--- src/rtl/oser10_word_framer_if.sv ---
// Byte-stream handshake into the OSER10 word framer.
//   s_data  : payload byte
//   s_last  : marks the final byte of a frame
//   s_valid : s_data/s_last are valid
//   s_ready : framer can accept a byte this cycle
// The master modport is the byte source and the slave modport is the framer.
interface oser10_word_framer_if;
  logic [7:0] s_data;
  logic       s_last;
  logic       s_valid;
  logic       s_ready;

  modport master (output s_data, output s_last, output s_valid, input s_ready);
  modport slave  (input s_data, input s_last, input s_valid, output s_ready);
endinterface

--- src/rtl/oser10_word_framer.sv ---
// Frames a byte stream into 10-bit words for an OSER10 serializer.
// Each frame is SYNC_WORD, then one {2'b01, byte} word per byte, then EOF_WORD.
// IDLE_WORD fills the gaps between frames and also covers an underrun in
// the middle of a frame.
//   clk          : word-rate clock
//   rst_i        : synchronous active-high reset
//   word_en      : advances the output by one word in each cycle it is high
//   s            : byte input handshake (slave side)
//   q_word       : registered parallel word, D9..D0
//   q_sof/q_eof  : one-cycle pulses when SYNC_WORD/EOF_WORD is loaded
//   fifo_level   : byte FIFO occupancy, 0..4
//   frame_cnt    : completed frames, wraps at 2^16
//   err_underrun : sticky, set when the FIFO runs dry inside a frame
module oser10_word_framer #(
  parameter logic [9:0] IDLE_WORD = 10'h2AA,
  parameter logic [9:0] SYNC_WORD = 10'h3C5,
  parameter logic [9:0] EOF_WORD  = 10'h0F0
) (
  input  logic                       clk,
  input  logic                       rst_i,
  input  logic                       word_en,
  oser10_word_framer_if.slave        s,
  output logic [9:0]                 q_word,
  output logic                       q_sof,
  output logic                       q_eof,
  output logic [2:0]                 fifo_level,
  output logic [15:0]                frame_cnt,
  output logic                       err_underrun
);

  localparam logic [1:0] ST_IDLE = 2'd0;
  localparam logic [1:0] ST_DATA = 2'd1;
  localparam logic [1:0] ST_EOF  = 2'd2;

  logic [8:0]  mem_q [4];
  logic [8:0]  mem_d [4];
  logic [1:0]  wr_ptr_q, wr_ptr_d;
  logic [1:0]  rd_ptr_q, rd_ptr_d;
  logic [2:0]  level_q, level_d;
  logic [1:0]  state_q, state_d;
  logic [9:0]  q_word_q, q_word_d;
  logic        q_sof_q, q_sof_d;
  logic        q_eof_q, q_eof_d;
  logic [15:0] frame_cnt_q, frame_cnt_d;
  logic        err_q, err_d;

  logic        ready;
  logic        push;
  logic        pop;
  logic [8:0]  head;

  // Ready depends only on registered occupancy, so there is no
  // combinational path from s_valid back to s_ready.
  assign ready = (level_q != 3'd4);
  assign push  = s.s_valid && ready;
  assign head  = mem_q[rd_ptr_q];

  always_comb begin
    state_d     = state_q;
    q_word_d    = q_word_q;
    q_sof_d     = 1'b0;
    q_eof_d     = 1'b0;
    frame_cnt_d = frame_cnt_q;
    err_d       = err_q;
    pop         = 1'b0;

    if (word_en) begin
      case (state_q)
        ST_IDLE: begin
          if (level_q != 3'd0) begin
            q_word_d = SYNC_WORD;
            q_sof_d  = 1'b1;
            state_d  = ST_DATA;
          end else begin
            q_word_d = IDLE_WORD;
          end
        end
        ST_DATA: begin
          if (level_q != 3'd0) begin
            pop      = 1'b1;
            q_word_d = {2'b01, head[7:0]};
            if (head[8]) state_d = ST_EOF;
          end else begin
            q_word_d = IDLE_WORD;
            err_d    = 1'b1;
          end
        end
        ST_EOF: begin
          q_word_d    = EOF_WORD;
          q_eof_d     = 1'b1;
          frame_cnt_d = frame_cnt_q + 16'd1;
          state_d     = ST_IDLE;
        end
        default: begin
          q_word_d = IDLE_WORD;
          state_d  = ST_IDLE;
        end
      endcase
    end
  end

  always_comb begin
    mem_d    = mem_q;
    wr_ptr_d = wr_ptr_q;
    rd_ptr_d = rd_ptr_q;
    level_d  = level_q;
    if (push) begin
      mem_d[wr_ptr_q] = {s.s_last, s.s_data};
      wr_ptr_d        = wr_ptr_q + 2'd1;
    end
    if (pop) rd_ptr_d = rd_ptr_q + 2'd1;
    case ({push, pop})
      2'b10:   level_d = level_q + 3'd1;
      2'b01:   level_d = level_q - 3'd1;
      default: level_d = level_q;
    endcase
  end

  always_ff @(posedge clk) begin
    if (rst_i) begin
      wr_ptr_q    <= '0;
      rd_ptr_q    <= '0;
      level_q     <= '0;
      state_q     <= ST_IDLE;
      q_word_q    <= IDLE_WORD;
      q_sof_q     <= 1'b0;
      q_eof_q     <= 1'b0;
      frame_cnt_q <= '0;
      err_q       <= 1'b0;
    end else begin
      wr_ptr_q    <= wr_ptr_d;
      rd_ptr_q    <= rd_ptr_d;
      level_q     <= level_d;
      state_q     <= state_d;
      q_word_q    <= q_word_d;
      q_sof_q     <= q_sof_d;
      q_eof_q     <= q_eof_d;
      frame_cnt_q <= frame_cnt_d;
      err_q       <= err_d;
    end
  end

  // Storage needs no reset: the pointers and level alone define what is valid.
  always_ff @(posedge clk) begin
    mem_q <= mem_d;
  end

  assign s.s_ready    = ready;
  assign q_word       = q_word_q;
  assign q_sof        = q_sof_q;
  assign q_eof        = q_eof_q;
  assign fifo_level   = level_q;
  assign frame_cnt    = frame_cnt_q;
  assign err_underrun = err_q;

endmodule
--- src/flat_wrapper.sv ---
// flat-port wrapper written by rule: the top's interface ports become plain ports
module oser10_word_framer_flat 
#(
  parameter logic [9:0] IDLE_WORD = 10'h2AA,
  parameter logic [9:0] SYNC_WORD = 10'h3C5,
  parameter logic [9:0] EOF_WORD  = 10'h0F0
)
  (clk, rst_i, word_en, q_word, q_sof, q_eof, fifo_level, frame_cnt, err_underrun, s_s_data, s_s_last, s_s_valid, s_s_ready);
  oser10_word_framer_if s_i ();
  input  logic clk;
  input  logic rst_i;
  input  logic word_en;
  output logic [9:0] q_word;
  output logic q_sof;
  output logic q_eof;
  output logic [2:0] fifo_level;
  output logic [15:0] frame_cnt;
  output logic err_underrun;
  input wire logic [$bits(s_i.s_data)-1:0] s_s_data;
  input wire logic [$bits(s_i.s_last)-1:0] s_s_last;
  input wire logic [$bits(s_i.s_valid)-1:0] s_s_valid;
  output wire logic [$bits(s_i.s_ready)-1:0] s_s_ready;
  assign s_i.s_data = s_s_data;
  assign s_i.s_last = s_s_last;
  assign s_i.s_valid = s_s_valid;
  assign s_s_ready = s_i.s_ready;
  oser10_word_framer #(.IDLE_WORD(IDLE_WORD), .SYNC_WORD(SYNC_WORD), .EOF_WORD(EOF_WORD)) u_core (.clk(clk), .rst_i(rst_i), .word_en(word_en), .s(s_i), .q_word(q_word), .q_sof(q_sof), .q_eof(q_eof), .fifo_level(fifo_level), .frame_cnt(frame_cnt), .err_underrun(err_underrun));
endmodule
--- config.mk ---
export PLATFORM = sky130hd
export DESIGN_NAME = oser10_word_framer_flat
export DESIGN_NICKNAME = d
export VERILOG_FILES = /design/src/rtl/oser10_word_framer_if.sv /design/src/rtl/oser10_word_framer.sv /design/src/flat_wrapper.sv
export SDC_FILE = /design/constraint.sdc
export NUM_CORES = 1
export LEC_CHECK = 0
export ABC_AREA = 1
export CORE_UTILIZATION = 56
export DETAILED_ROUTE_END_ITERATION = 8
export DONT_BUFFER_PORTS = 1
export HOLD_SLACK_MARGIN = 0.03
export PLACE_DENSITY = 0.74
export SETUP_SLACK_MARGIN = 0.02
export SYNTH_ARGS = -nofsm -noshare
export SYNTH_HDL_FRONTEND = slang
export SYNTH_SLANG_ARGS = --single-unit
--- constraint.sdc ---
create_clock -name clk -period 2.01 [get_ports clk]
set_input_delay 0.201 -clock clk [delete_from_list [all_inputs] [get_ports clk]]
set_output_delay 0.201 -clock clk [all_outputs]
set_load 0.02 [all_outputs]
==> metrics.cfg <==
[job]
cap_violations = 0

[sta]
tightest_slew_ps = 665
hold_viol_final = 0
setup_viol = 0
grt_setup_unrepaired = false
min_period_over_period_pct = 90.1
fmax_mhz = 552
fin_setup_tns_ps = 0
finalClockSkew_ps = 5.61
slew_viol_final = 0
post-route-min-period_ps = 1810
maxSlewHeadroom_pct = 55.6

[cts]
cts_root_buffer = clkbuf_8
post-cts-setup-buffers = 0
worstSkewPairLatency_ps = 350
cts-buffers-inserted = 9
clock_path_buffers = 2
htreeDepth = 3
clk_pin_slew_ps = 70
cts_sinks = 74
tritoncts = built

[critical_path]
r2r_slack_ps = 200
endpoint_kind = flip-flop
path_max_fanout = 3
critPathRequiredTime_ps = 2240
start_kind = flip-flop
critical_path_class = reg -> reg
worstPathArrival_ps = 2050

[pwr]
p_leak_nw = 1.40
combPwrFrac_pct = 10.7
internal-power_w = 0.00224
p_sw_w = 0.000776
p_sw_share_pct = 25.7
clockPowerShare_pct = 32.6
vdd_drop_max_mv = 0.591
seqPwrFrac_pct = 56.7
pwr_density_cell_nw_per_um2 = 845

[floorplan]
coreArea_um2 = 5240
die_area_um2 = 5850
start_util_pct = 59.3
die_h_um = 76.5
num_rows = 26
ios = 46
die_x_um = 76.5

[placed_design]
place_hpwl_um = 4010
dpl.cell_count = 412
port_buffers = 0
place_congestion = 0.791

[yosys]
syn_nets = 356
synth.avg_cell_area_um2 = 9.25
synth-seq-cells = 74
synthArstFlopShare_pct = 0
synth_commonest_cells = nand2_1 (64), nor2_1 (44), dfxtp_1 (38), edfxtp_1 (36), inv_1 (34)
yosysSeqAreaShare_pct = 59.3
netlist_top_cells_area = edfxtp_1 (35%), dfxtp_1 (24%), nand2_1 (7.7%), nor2_1 (5.3%), o21ai_0 (5.3%)
yosysMostFrequentCell = nand2_1
yosysWarningCount = 0
synth_flop_cell = dfxtp_1
syn_area_um2 = 3110
syn_inst = 336
netlist.area_leader.share_pct = 34.8
synth_cell_types = 31
yosysTopAreaCell = edfxtp_1
synth_edf_count = 36

[routing]
antenna_left = 0
vias_per_cell = 5.32
drc = 0
vias = 2342
drt-pass1-iter-count = 7
wl_per_cell_um = 14.0
drt_wl_total_um = 6170
drtIter0Drc = 104

[grt]
grt_antenna_before_repair = 0
gr-total-overflow = 0
grt_pass1_wl_um = 10300
grt_max_degree = 23
grt_pass1_vias = 2148
grt_usage_pct = 23.1

[finish]
final_cells = 440
drive_above_1_share_pct = 11.9
area_growth_pct = 14.9
nets = 385
n_antenna_cell = 0

[worst_hold_path]
hold_class = in -> reg

[run_status]
status = complete, no violations

==> final cells by class <==
class / instances / area, um^2
clock buffer: 11 / 141
clock inverter: 5 / 21.3
fill: 417 / 1670
inverter: 36 / 135
multi-input combinational: 216 / 1100
sequential: 74 / 1840
tap: 70 / 87.6
timing repair buffer: 28 / 240
==> worst max-delay path: stages (launching register included) <==
cell and delay (ps):
dfxtp_1 350, inv_2 50, nor2_2 90, nand2_1 90, nor2_4 120, ha_1 150, inv_1 70, fa_2 360
a21oi_2 140, o21ai_1 90, o21ai_1 140, a21oi_1 50
==> kinds of logic after synthesis <==
group                    synth area share, %
AO/OA/AOI/OAI                           11.1
XOR/XNOR                               0.564
adder cells (fa/ha/maj)                 3.06
buffers and inverters                   5.72
flip-flops                              59.3
AND/OR/NAND/NOR                         20.3
==> power by group through the flow <==
| stage | logic (W) | registers [W] | clock network, W |
|---|---|---|---|
| 2_1_floorplan | 0.000194 | 0.00175 | 0 |
| 3_3_place_gp | 0.000283 | 0.00174 | 0 |
| 3_5_place_dp | 0.000288 | 0.00175 | 0 |
| 4_1_cts | 0.000321 | 0.00171 | 0.000995 |
| 5_1_grt | 0.000366 | 0.00172 | 0.00106 |
| 6_report | 0.000324 | 0.00171 | 0.000983 |
==> registers in the layout, indices dropped and copies added, names as in the netlist <==
signal / flops
u_core.mem_q: 36
u_core.frame_cnt: 16
u_core.q_word: 10
u_core.fifo_level: 3
u_core.rd_ptr_q: 2
u_core.state_q: 2
u_core.wr_ptr_q: 2
u_core.err_underrun: 1
u_core.q_eof: 1
u_core.q_sof: 1
==> cells in the final DEF (no fill, tap or decap) <==
master         synthesis  routed
nand2_4                0       1
o22ai_1                1       1
dfxtp_1               38      36
nand3_1               15      15
ha_1                   6       6
clkinv_2               0       2
nor2_1                44      44
dlygate4sd3_1          0      12
clkbuf_1               8       1
nand3_4                1       1
inv_1                 34      34
fa_2                   0       1
nand4_1                4       4
inv_2                  1       1
clkinv_1               1       4
nor2_2                 2       2
dfxtp_2                0       2
buf_4                  1      16
clkbuf_8               0      10
edfxtp_1              36      36
o21ai_0               33      31
xor2_1                 1       1
a21oi_2                0       1
a21oi_1               25      24
a31oi_1                2       2
o21ai_1                1       3
and3_1                 1       1
nor3_1                 3       3
or2_2                  1       1
o211ai_1               4       4
nand4_2                1       1
nand2_1               64      63
nor3b_2                1       1
nand3_2                1       1
xnor2_1                1       1
nor2_4                 3       3
==> metrics by stage <==
stage / util [%] / worst slack (ps) / total power [W] / hold slack (ps) / area, um^2
after floorplan: - / 36.2 / 0.00194 / 300 / 3110
after global placement: 62.6 / 187 / 0.00203 / 273 / 3280
after detailed placement: 62.6 / 135 / 0.00203 / 274 / 3280
after CTS: 68.0 / 114 / 0.00303 / 38.9 / 3560
after global routing: 68.2 / 8.67 / 0.00315 / 58.6 / 3570
final: 68.2 / 199 / 0.00302 / 48.3 / 3570
==> path summary, 6_finish.rpt <==
check,cells after the start,startpoint,to
min,2,word_en,u_core.q_eof
max,11,u_core.state_q[0],u_core.fifo_level[2]
min reg2reg,2,u_core.fifo_level[2],u_core.fifo_level[2]
max reg2reg,11,u_core.state_q[0],u_core.fifo_level[2]
==> routing by layer <==
layer	GRT usage, %	part of all wire [%]	vias to the layer above
li1	-	-	1177
met1	27.7	44	1101
met2	37.7	49	58
met3	9.10	5.9	6
met4	8.08	1.1	0
met5	0	0	-
==> timing repair <==
| item | CTS | global route |
|---|---|---|
| resized for setup | 0 | 6 |
| hold buffers | 12 | 0 |
| hold endpoints to repair | 54 | 0 |
| endpoints found under the setup margin | 0 | 1 |
Power figures use the tool's default switching activity.
